==> src/rtl/ramb4_s8_port_ctrl.sv <==
// Request/response initiator for a 512x8 single-port block RAM with optional post-reset clear sweep.
// Latency: read response valid 2 cycles after the request handshake when the response FIFO is empty.
// Backpressure: REQ_READY drops when FIFO entries plus in-flight reads would exceed RSP_DEPTH.
// Optional feature macro: RAMB4_CTRL_WRITE_ACK_EN (writes also return a response, flagged on RSP_WE).
module ramb4_s8_port_ctrl #(
   parameter int         RSP_DEPTH      = 2,
   parameter bit         CLEAR_ON_RESET = 1'b1,
   parameter logic [7:0] CLEAR_VALUE    = 8'h00
) (
   input  logic       CLK,
   input  logic       RST_N,
   input  logic       REQ_VALID,
   output logic       REQ_READY,
   input  logic       REQ_WE,
   input  logic [8:0] REQ_ADDR,
   input  logic [7:0] REQ_DATA,
   output logic       RSP_VALID,
   input  logic       RSP_READY,
   output logic [7:0] RSP_DATA,
`ifdef RAMB4_CTRL_WRITE_ACK_EN
   output logic       RSP_WE,
`endif
   output logic       INIT_DONE,
   output logic [8:0] RAM_ADDR,
   output logic [7:0] RAM_DI,
   output logic       RAM_EN,
   output logic       RAM_WE,
   output logic       RAM_RST,
   input  logic [7:0] RAM_DO
);

   localparam int PW = (RSP_DEPTH > 1) ? $clog2(RSP_DEPTH) : 1;
   localparam int CW = $clog2(RSP_DEPTH + 1);
`ifdef RAMB4_CTRL_WRITE_ACK_EN
   localparam int EW = 9;
`else
   localparam int EW = 8;
`endif

   typedef enum logic {ST_CLEAR, ST_RUN} state_t;

   state_t        state;
   state_t        state_nxt;
   logic [8:0]    clr_addr;
   logic [EW-1:0] fifo_mem [RSP_DEPTH];
   logic [EW-1:0] push_entry;
   logic [PW-1:0] rd_ptr;
   logic [PW-1:0] wr_ptr;
   logic [CW-1:0] count;
   logic [CW:0]   used;
   logic          pend;
   logic          accept;
   logic          push;
   logic          pop;

   function automatic logic [PW-1:0] ptr_inc(input logic [PW-1:0] p);
      return (p == PW'(RSP_DEPTH - 1)) ? '0 : p + PW'(1);
   endfunction

   // Credits in use this cycle: stored entries plus the read landing now, minus the entry leaving.
   assign used      = (CW+1)'(count) + (CW+1)'(pend) - (CW+1)'(pop);
   assign accept    = REQ_VALID & REQ_READY;
   assign push      = pend;
   assign pop       = RSP_VALID & RSP_READY;
   assign RSP_VALID = (count != '0);
   assign RSP_DATA  = fifo_mem[rd_ptr][7:0];
   assign RAM_RST   = 1'b0;

`ifdef RAMB4_CTRL_WRITE_ACK_EN
   logic pend_we;
   // RAM is write-first, so DO on the cycle after a write already carries the written byte.
   assign push_entry = {pend_we, RAM_DO};
   assign RSP_WE     = fifo_mem[rd_ptr][8];

   // Remember whether the access landing next cycle was a write.
   always_ff @(posedge CLK) begin
      if (!RST_N) pend_we <= 1'b0;
      else        pend_we <= accept & REQ_WE;
   end
`else
   assign push_entry = RAM_DO;
`endif

   // State register; reset picks the clear sweep or goes straight to RUN.
   always_ff @(posedge CLK) begin
      if (!RST_N) state <= CLEAR_ON_RESET ? ST_CLEAR : ST_RUN;
      else        state <= state_nxt;
   end

   // Next state and RAM port drive; RAM accesses are suppressed while reset is held.
   always_comb begin
      state_nxt = state;
      REQ_READY = 1'b0;
      RAM_EN    = 1'b0;
      RAM_WE    = 1'b0;
      RAM_ADDR  = REQ_ADDR;
      RAM_DI    = REQ_DATA;
      INIT_DONE = 1'b0;
      case (state)
         ST_CLEAR: begin
            RAM_EN   = 1'b1;
            RAM_WE   = 1'b1;
            RAM_ADDR = clr_addr;
            RAM_DI   = CLEAR_VALUE;
            if (clr_addr == 9'h1FF) state_nxt = ST_RUN;
         end
         default: begin
            INIT_DONE = 1'b1;
            REQ_READY = (used < (CW+1)'(RSP_DEPTH));
            RAM_EN    = REQ_VALID & REQ_READY;
            RAM_WE    = REQ_VALID & REQ_READY & REQ_WE;
         end
      endcase
      if (!RST_N) begin
         REQ_READY = 1'b0;
         RAM_EN    = 1'b0;
         RAM_WE    = 1'b0;
      end
   end

   // Clear sweep address; wraps to 0 naturally after 511, which is when RUN is entered.
   always_ff @(posedge CLK) begin
      if (!RST_N)                clr_addr <= '0;
      else if (state == ST_CLEAR) clr_addr <= clr_addr + 9'd1;
   end

   // Pending flag: an access accepted this cycle has its DO valid next cycle.
   always_ff @(posedge CLK) begin
      if (!RST_N) pend <= 1'b0;
`ifdef RAMB4_CTRL_WRITE_ACK_EN
      else        pend <= accept;
`else
      else        pend <= accept & ~REQ_WE;
`endif
   end

   // FIFO pointers and occupancy; reset discards everything in flight.
   always_ff @(posedge CLK) begin
      if (!RST_N) begin
         rd_ptr <= '0;
         wr_ptr <= '0;
         count  <= '0;
      end else begin
         if (push) wr_ptr <= ptr_inc(wr_ptr);
         if (pop)  rd_ptr <= ptr_inc(rd_ptr);
         case ({push, pop})
            2'b10:   count <= count + CW'(1);
            2'b01:   count <= count - CW'(1);
            default: count <= count;
         endcase
      end
   end

   // FIFO storage; contents need no reset because occupancy gates visibility.
   always_ff @(posedge CLK) begin
      if (push) fifo_mem[wr_ptr] <= push_entry;
   end

endmodule

==> config.mk <==
export PLATFORM = sky130hd
export DESIGN_NAME = ramb4_s8_port_ctrl
export DESIGN_NICKNAME = d
export VERILOG_FILES = /design/src/rtl/ramb4_s8_port_ctrl.sv
export SDC_FILE = /design/constraint.sdc
export NUM_CORES = 1
export LEC_CHECK = 0
export CAP_MARGIN = 25
export CORE_ASPECT_RATIO = 0.5
export CORE_MARGIN = 4
export CORE_UTILIZATION = 40
export DETAILED_ROUTE_END_ITERATION = 16
export PLACE_DENSITY = 0.75
export SYNTH_ARGS = -nofsm -noshare
export SYNTH_HDL_FRONTEND = slang
export SYNTH_SLANG_ARGS = --single-unit
export TNS_END_PERCENT = 100
==> constraint.sdc <==
create_clock -name CLK -period 5.3 [get_ports CLK]
set_input_delay 0.795 -clock CLK [delete_from_list [all_inputs] [get_ports CLK]]
set_output_delay 0.795 -clock CLK [all_outputs]
set_load 0.01 [all_outputs]
# Word-level counts from Yosys, hierarchy flattened

Memories as Yosys holds them, arrays and structs flattened. A register that Yosys moved wholly into a read port is not among the register bits.
Index checks and enable logic that the tools add are counted.

Register bits after elaboration: 15
Latch bits: 0
RAM bits: 16
ROM bits: 0
Input port bits: 30
Output and inout bits: 31
Logic and storage cells: 44
Memories kept: 1

Memory list:

| memory   | depth | bits a word | rd ports | clocked after memory_dff | write ports | line | RTL |
|---|---|---|---|---|---|---|---|
| fifo_mem | 2     | 8           | 1        | 1                        | 1           | 45   | `logic [EW-1:0] fifo_mem [RSP_DEPTH];` |

Add/subtract/negate cells: 7
Multipliers: 0
Div/mod/pow operators: 0
$lt $le $gt $ge: 1
Equality and inequality tests: 3
Shifts and indexed selects: 0
Mux-type cells: 18
Bitwise logic cells: 6
Reduce and logical (&&, ||, !) cells: 2

Operators by type and width:

| kind                  | number |
|---|---|
| $mux W1               | 15 |
| $add A9 B1 Y9 const B | 1 |
| $eq A9 B9 Y1 const B  | 1 |
| $mux W9               | 1 |
| $mux W8               | 1 |
| $and A1 B1 Y1         | 5 |
| $pmux W2 S2           | 1 |
| $reduce_bool A2 Y1    | 2 |
| $add A2 B1 Y3         | 1 |
| $lt A3 B2 Y1 const B  | 1 |
| $sub A3 B1 Y3         | 1 |
| $add A1 B1 Y1 const B | 2 |
| $add A2 B1 Y2 const B | 1 |
| $eq A2 B1 Y1 const B  | 1 |
| $eq A2 B2 Y1 const B  | 1 |
| $sub A2 B1 Y2 const B | 1 |
| $not A1 Y1            | 1 |

# Depth between registers and ports, before layout

Depth after elaboration: 8
Gate-level depth with buffers: 7
Depth with buffers taken out: 7

# Worst setup path before layout

Ideal clock, no wire load.

Path kind: input -> output
From: input port RSP_READY
To: output port RAM_WE
Arrival: 2.280 ns
Required time: 4.505 ns
Setup slack: 2.225 ns
Stages on the path: 7
Path buffers: 0
Path through: o21a_1 ha_1 nand2b_1 fa_1 xnor2_1 nand4_1 o22ai_1

Cells in the longest elaborated chain, start to end: 7

RTL lines:

| item                       | line | RTL |
|---|---|---|
| start: declaration         | 18   | `input logic RSP_READY,` |
| $and A1 B1 Y1              | 64   | `assign pop = RSP_VALID & RSP_READY;` |
| $sub A3 B1 Y3              | 61   | `assign used = (CW+1)'(count) + (CW+1)'(pend) - (CW+1)'(pop);` |
| $lt A3 B2 Y1               | 109  | `REQ_READY = (used < (CW+1)'(RSP_DEPTH));` |
| $and A1 B1 Y1 (2 in a row) | 111  | `RAM_WE = REQ_VALID & REQ_READY & REQ_WE;` |
| $mux W1                    | 99   | `case (state)` |
| $mux W1                    | 114  | `if (!RST_N) begin` |
| end: declaration           | 27   | `output logic RAM_WE,` |

No other way between the ends.

# Worst setup path in the final report

From: input port RSP_READY
To: output port RAM_WE

Cells in the longest elaborated chain, start to end: 7

RTL lines:

| item                       | line | RTL |
|---|---|---|
| $and A1 B1 Y1              | 64   |  |
| named net pop              | 54   | `logic pop;` |
| $sub A3 B1 Y3              | 61   |  |
| $lt A3 B2 Y1               | 109  |  |
| $and A1 B1 Y1 (2 in a row) | 111  |  |
| $mux W1                    | 99   |  |
| $mux W1                    | 114  |  |

The timed path passes the listed nets, and every way through them passes these cells.

==> impl_metrics.toml <==
[power]
p_leak_nw = 0.7871
vdd_drop_max_mv = 0.09170
power_mw = 0.5283
power_per_cell_area_nw_per_um2 = 236.7

[placement]
gp_congestion = 0.7293
port_buffers = 59
hpwlAfterDp_um = 2268
dp_slack_ps = 1153
placed_cells = 233

[final_layout]
final_common_cell = "clkdlybuf4s50_1"
area_growth_pct = 47.32
final_cells = 241
drive_gt1_share_pct = 13.16
fill_cells = 310
antenna_cells = 0
nets = 224
final_cell_mix = "clkdlybuf4s50_1, mux2_2, dfxtp_1, edfxtp_1, nor2_1"

[cts]
cts_buffer_depth = 2
path_clk_slew_ps = 60
cts_root_buf = "clkbuf_8"
h-tree-depth = 2
post_cts_buffers = 0
cts_tree = "done"
cts_resized = 0
cts_made_buffers = 5
worstSkewPairLatency_ps = 280
cts.sinks = 32
hold_buffers = 0

[drt]
first_pass_iters = 4
wl_um = 3047
num_vias = 1145
postRouteAntennaNets = 0
wl_per_cell_um = 12.64
viasPerCell = 4.751
drtIter0Drc = 43
drc_errors = 0

[floorplanning]
initial_utilization_pct = 42.94
rows = 15
die_x_um = 95.04
coreArea_sq_um = 3528
die_h_um = 51.52
die-area_sq_um = 4896
num_io_pins = 61

[logic_synthesis]
syn_area_sq_um = 1515
ys_types = 33
ys_ff_latch = 32
synth.yosys.seq_area_share_pct = 52.85
synth_warnings = 0
syn_avg_cell_area_sq_um = 11.66
synthCells = 130
syn_nets = 165

[critical_path]
critPathKind = "input port to primary output"
r2r_end = "pend$_SDFF_PN0_"
cp_slowest_cell = "clkdlybuf4s50_1"
crit_required_ps = 4510
rr_worst_depth = 7
start_kind = "input port"
critPathCaptureType = "primary output"
path_common_cell = "clkdlybuf4s50_1"
crit_path_cell_trace = "clkdlybuf4s50_1 -> o21a_1 -> ha_1 -> nand2b_1 -> fa_1 -> xnor2_1 -> nand4_1 -> o22ai_1 -> clkdlybuf4s50_1"
regToRegSetupSlack_ps = 3080
cpPeakStageDelay_ps = 570
crit-reg2reg-launch = "count[0]$_SDFFE_PN0N_"
cp.arrival_ps = 3370
path_max_fanout = 4

[grt]
overflow = 0
grt_pass1_vias = 1103
grt_usage_pct = 13.43
grt_pass1_wl_um = 4905
grt_max_degree = 30
antenna_found_initial = 0

[sta]
tns_ps = 0
slew_headroom_pct = 36.38
worst_pin_slew_ps = 953.0
hold_ws_ps = 509.0
final_hold_viol_count = 0
rsz0062_at_grt = "no"
worst_slack_ps = 1132
fmax_mhz = 239.9
fin_crit_ps = 4168
drv_slew = 0
skew_ps = 2.485
finalSetupViolCount = 0
post-route-period-util_pct = 78.64

[flow_run]
cap_violations = 0

[worst_hold_path]
hold_depth = 2
min_from = "clr_addr[6]$_SDFFE_PN0N_"
hold_path.class = "flip-flop to flip-flop"
min_to = "clr_addr[6]$_SDFFE_PN0N_"

[status]
outcome = "completed"
==> cells by family (layout without fill, tap and decap cells) <==
kind of cell	after synthesis	count (layout)	share of synthesized area (%)
AO/OA/AOI/OAI	13	13	5.037
XOR/XNOR	8	8	4.624
adder cells (fa/ha/maj)	5	5	4.624
buffers and inverters	10	70	3.716
flip-flops	32	32	52.85
multiplexers	18	18	13.21
other	1	1	0.2475
AND/OR/NAND/NOR	43	43	15.69
==> registers in the layout, summed over array words and instances (netlist names), named ones only <==
signal,flops
fifo_mem,16
clr_addr,9
rd_ptr,1
wr_ptr,1
count,2
pend,1
state,1
==> routing by layer <==
layer | routed length (um) | vias to the layer above | GRT usage (%)
met5 | 0 | - | 0
met2 | 1618 | 36 | 25.44
met4 | 47 | 0 | 5.024
met1 | 1194 | 536 | 13.66
li1 | - | 568 | -
met3 | 188 | 5 | 4.913
==> stage by stage <==
step	area, sq um	utilization, %
global route	2232	63.26
detailed placement	2125	60.21
finish	2232	63.26
global placement	2125	60.21
floorplan	1515	-
CTS	2232	63.26
==> worst max path at each step <==
stage	startpoint	endpoint	slack [ps]
3_5_place_dp	RSP_READY	RAM_WE	1150
6_report	RSP_READY	RAM_WE	1130
5_1_grt	RSP_READY	RAM_WE	940
4_1_cts	RSP_READY	RAM_WE	1110
2_1_floorplan	RSP_READY	RAM_WE	2230
3_3_place_gp	RSP_READY	RAM_WE	1250
==> synth_stat cells <==
cell	n	area share, %
nand2_1	6	1.5
o31ai_1	3	1.5
inv_1	2	0.50
edfxtp_1	16	32
and4_1	1	0.58
or4_1	3	1.5
o21ai_0	3	0.99
nand2b_4	1	0.91
a21oi_1	5	1.7
buf_6	2	1.5
clkinv_1	1	0.25
nand4b_1	1	0.58
fa_1	1	1.3
nor2b_1	1	0.41
or2_2	1	0.41
conb_1	1	0.25
xor2_1	3	1.7
xnor2_1	5	2.9
or3_1	2	0.83
nor3b_1	1	0.50
o21a_1	1	0.50
buf_4	1	0.50
nand4_1	2	0.83
o22ai_1	1	0.41
mux2i_1	2	1.3
dfxtp_1	16	21
ha_1	4	3.3
mux2_2	16	12
clkbuf_1	4	0.99
nor2_1	13	3.2
and2_1	9	3.7
nand2b_1	1	0.41
nand3_1	1	0.33
==> final cells by class <==
class,count,area [sq um],area share (%)
Multi-Input combinational cell,88,658.1,29.48
Clock inverter,2,35.03,1.570
Timing Repair Buffer,59,590.6,26.46
Inverter,3,11.26,0.5045
Sequential cell,32,800.8,35.87
Clock buffer,6,72.57,3.251
Tap cell,51,63.81,2.859
==> critical path, delay by kind of cell <==
kind	cells	cell delay, ps
adder cells (fa/ha/maj)	2	670
XOR/XNOR	1	180
AO/OA/AOI/OAI	2	320
buffers and inverters	2	1040
AND/OR/NAND/NOR	2	360
==> power breakdown <==
group	internal, mW	leakage (nW)	switching (mW)
Combinational	0.0279	0.459	0.0119
Clock	0.139	0.0552	0.0850
Sequential	0.261	0.273	0.00280
Total	0.429	0.787	0.0997
Note: power is estimated with default switching activity, not from simulation.
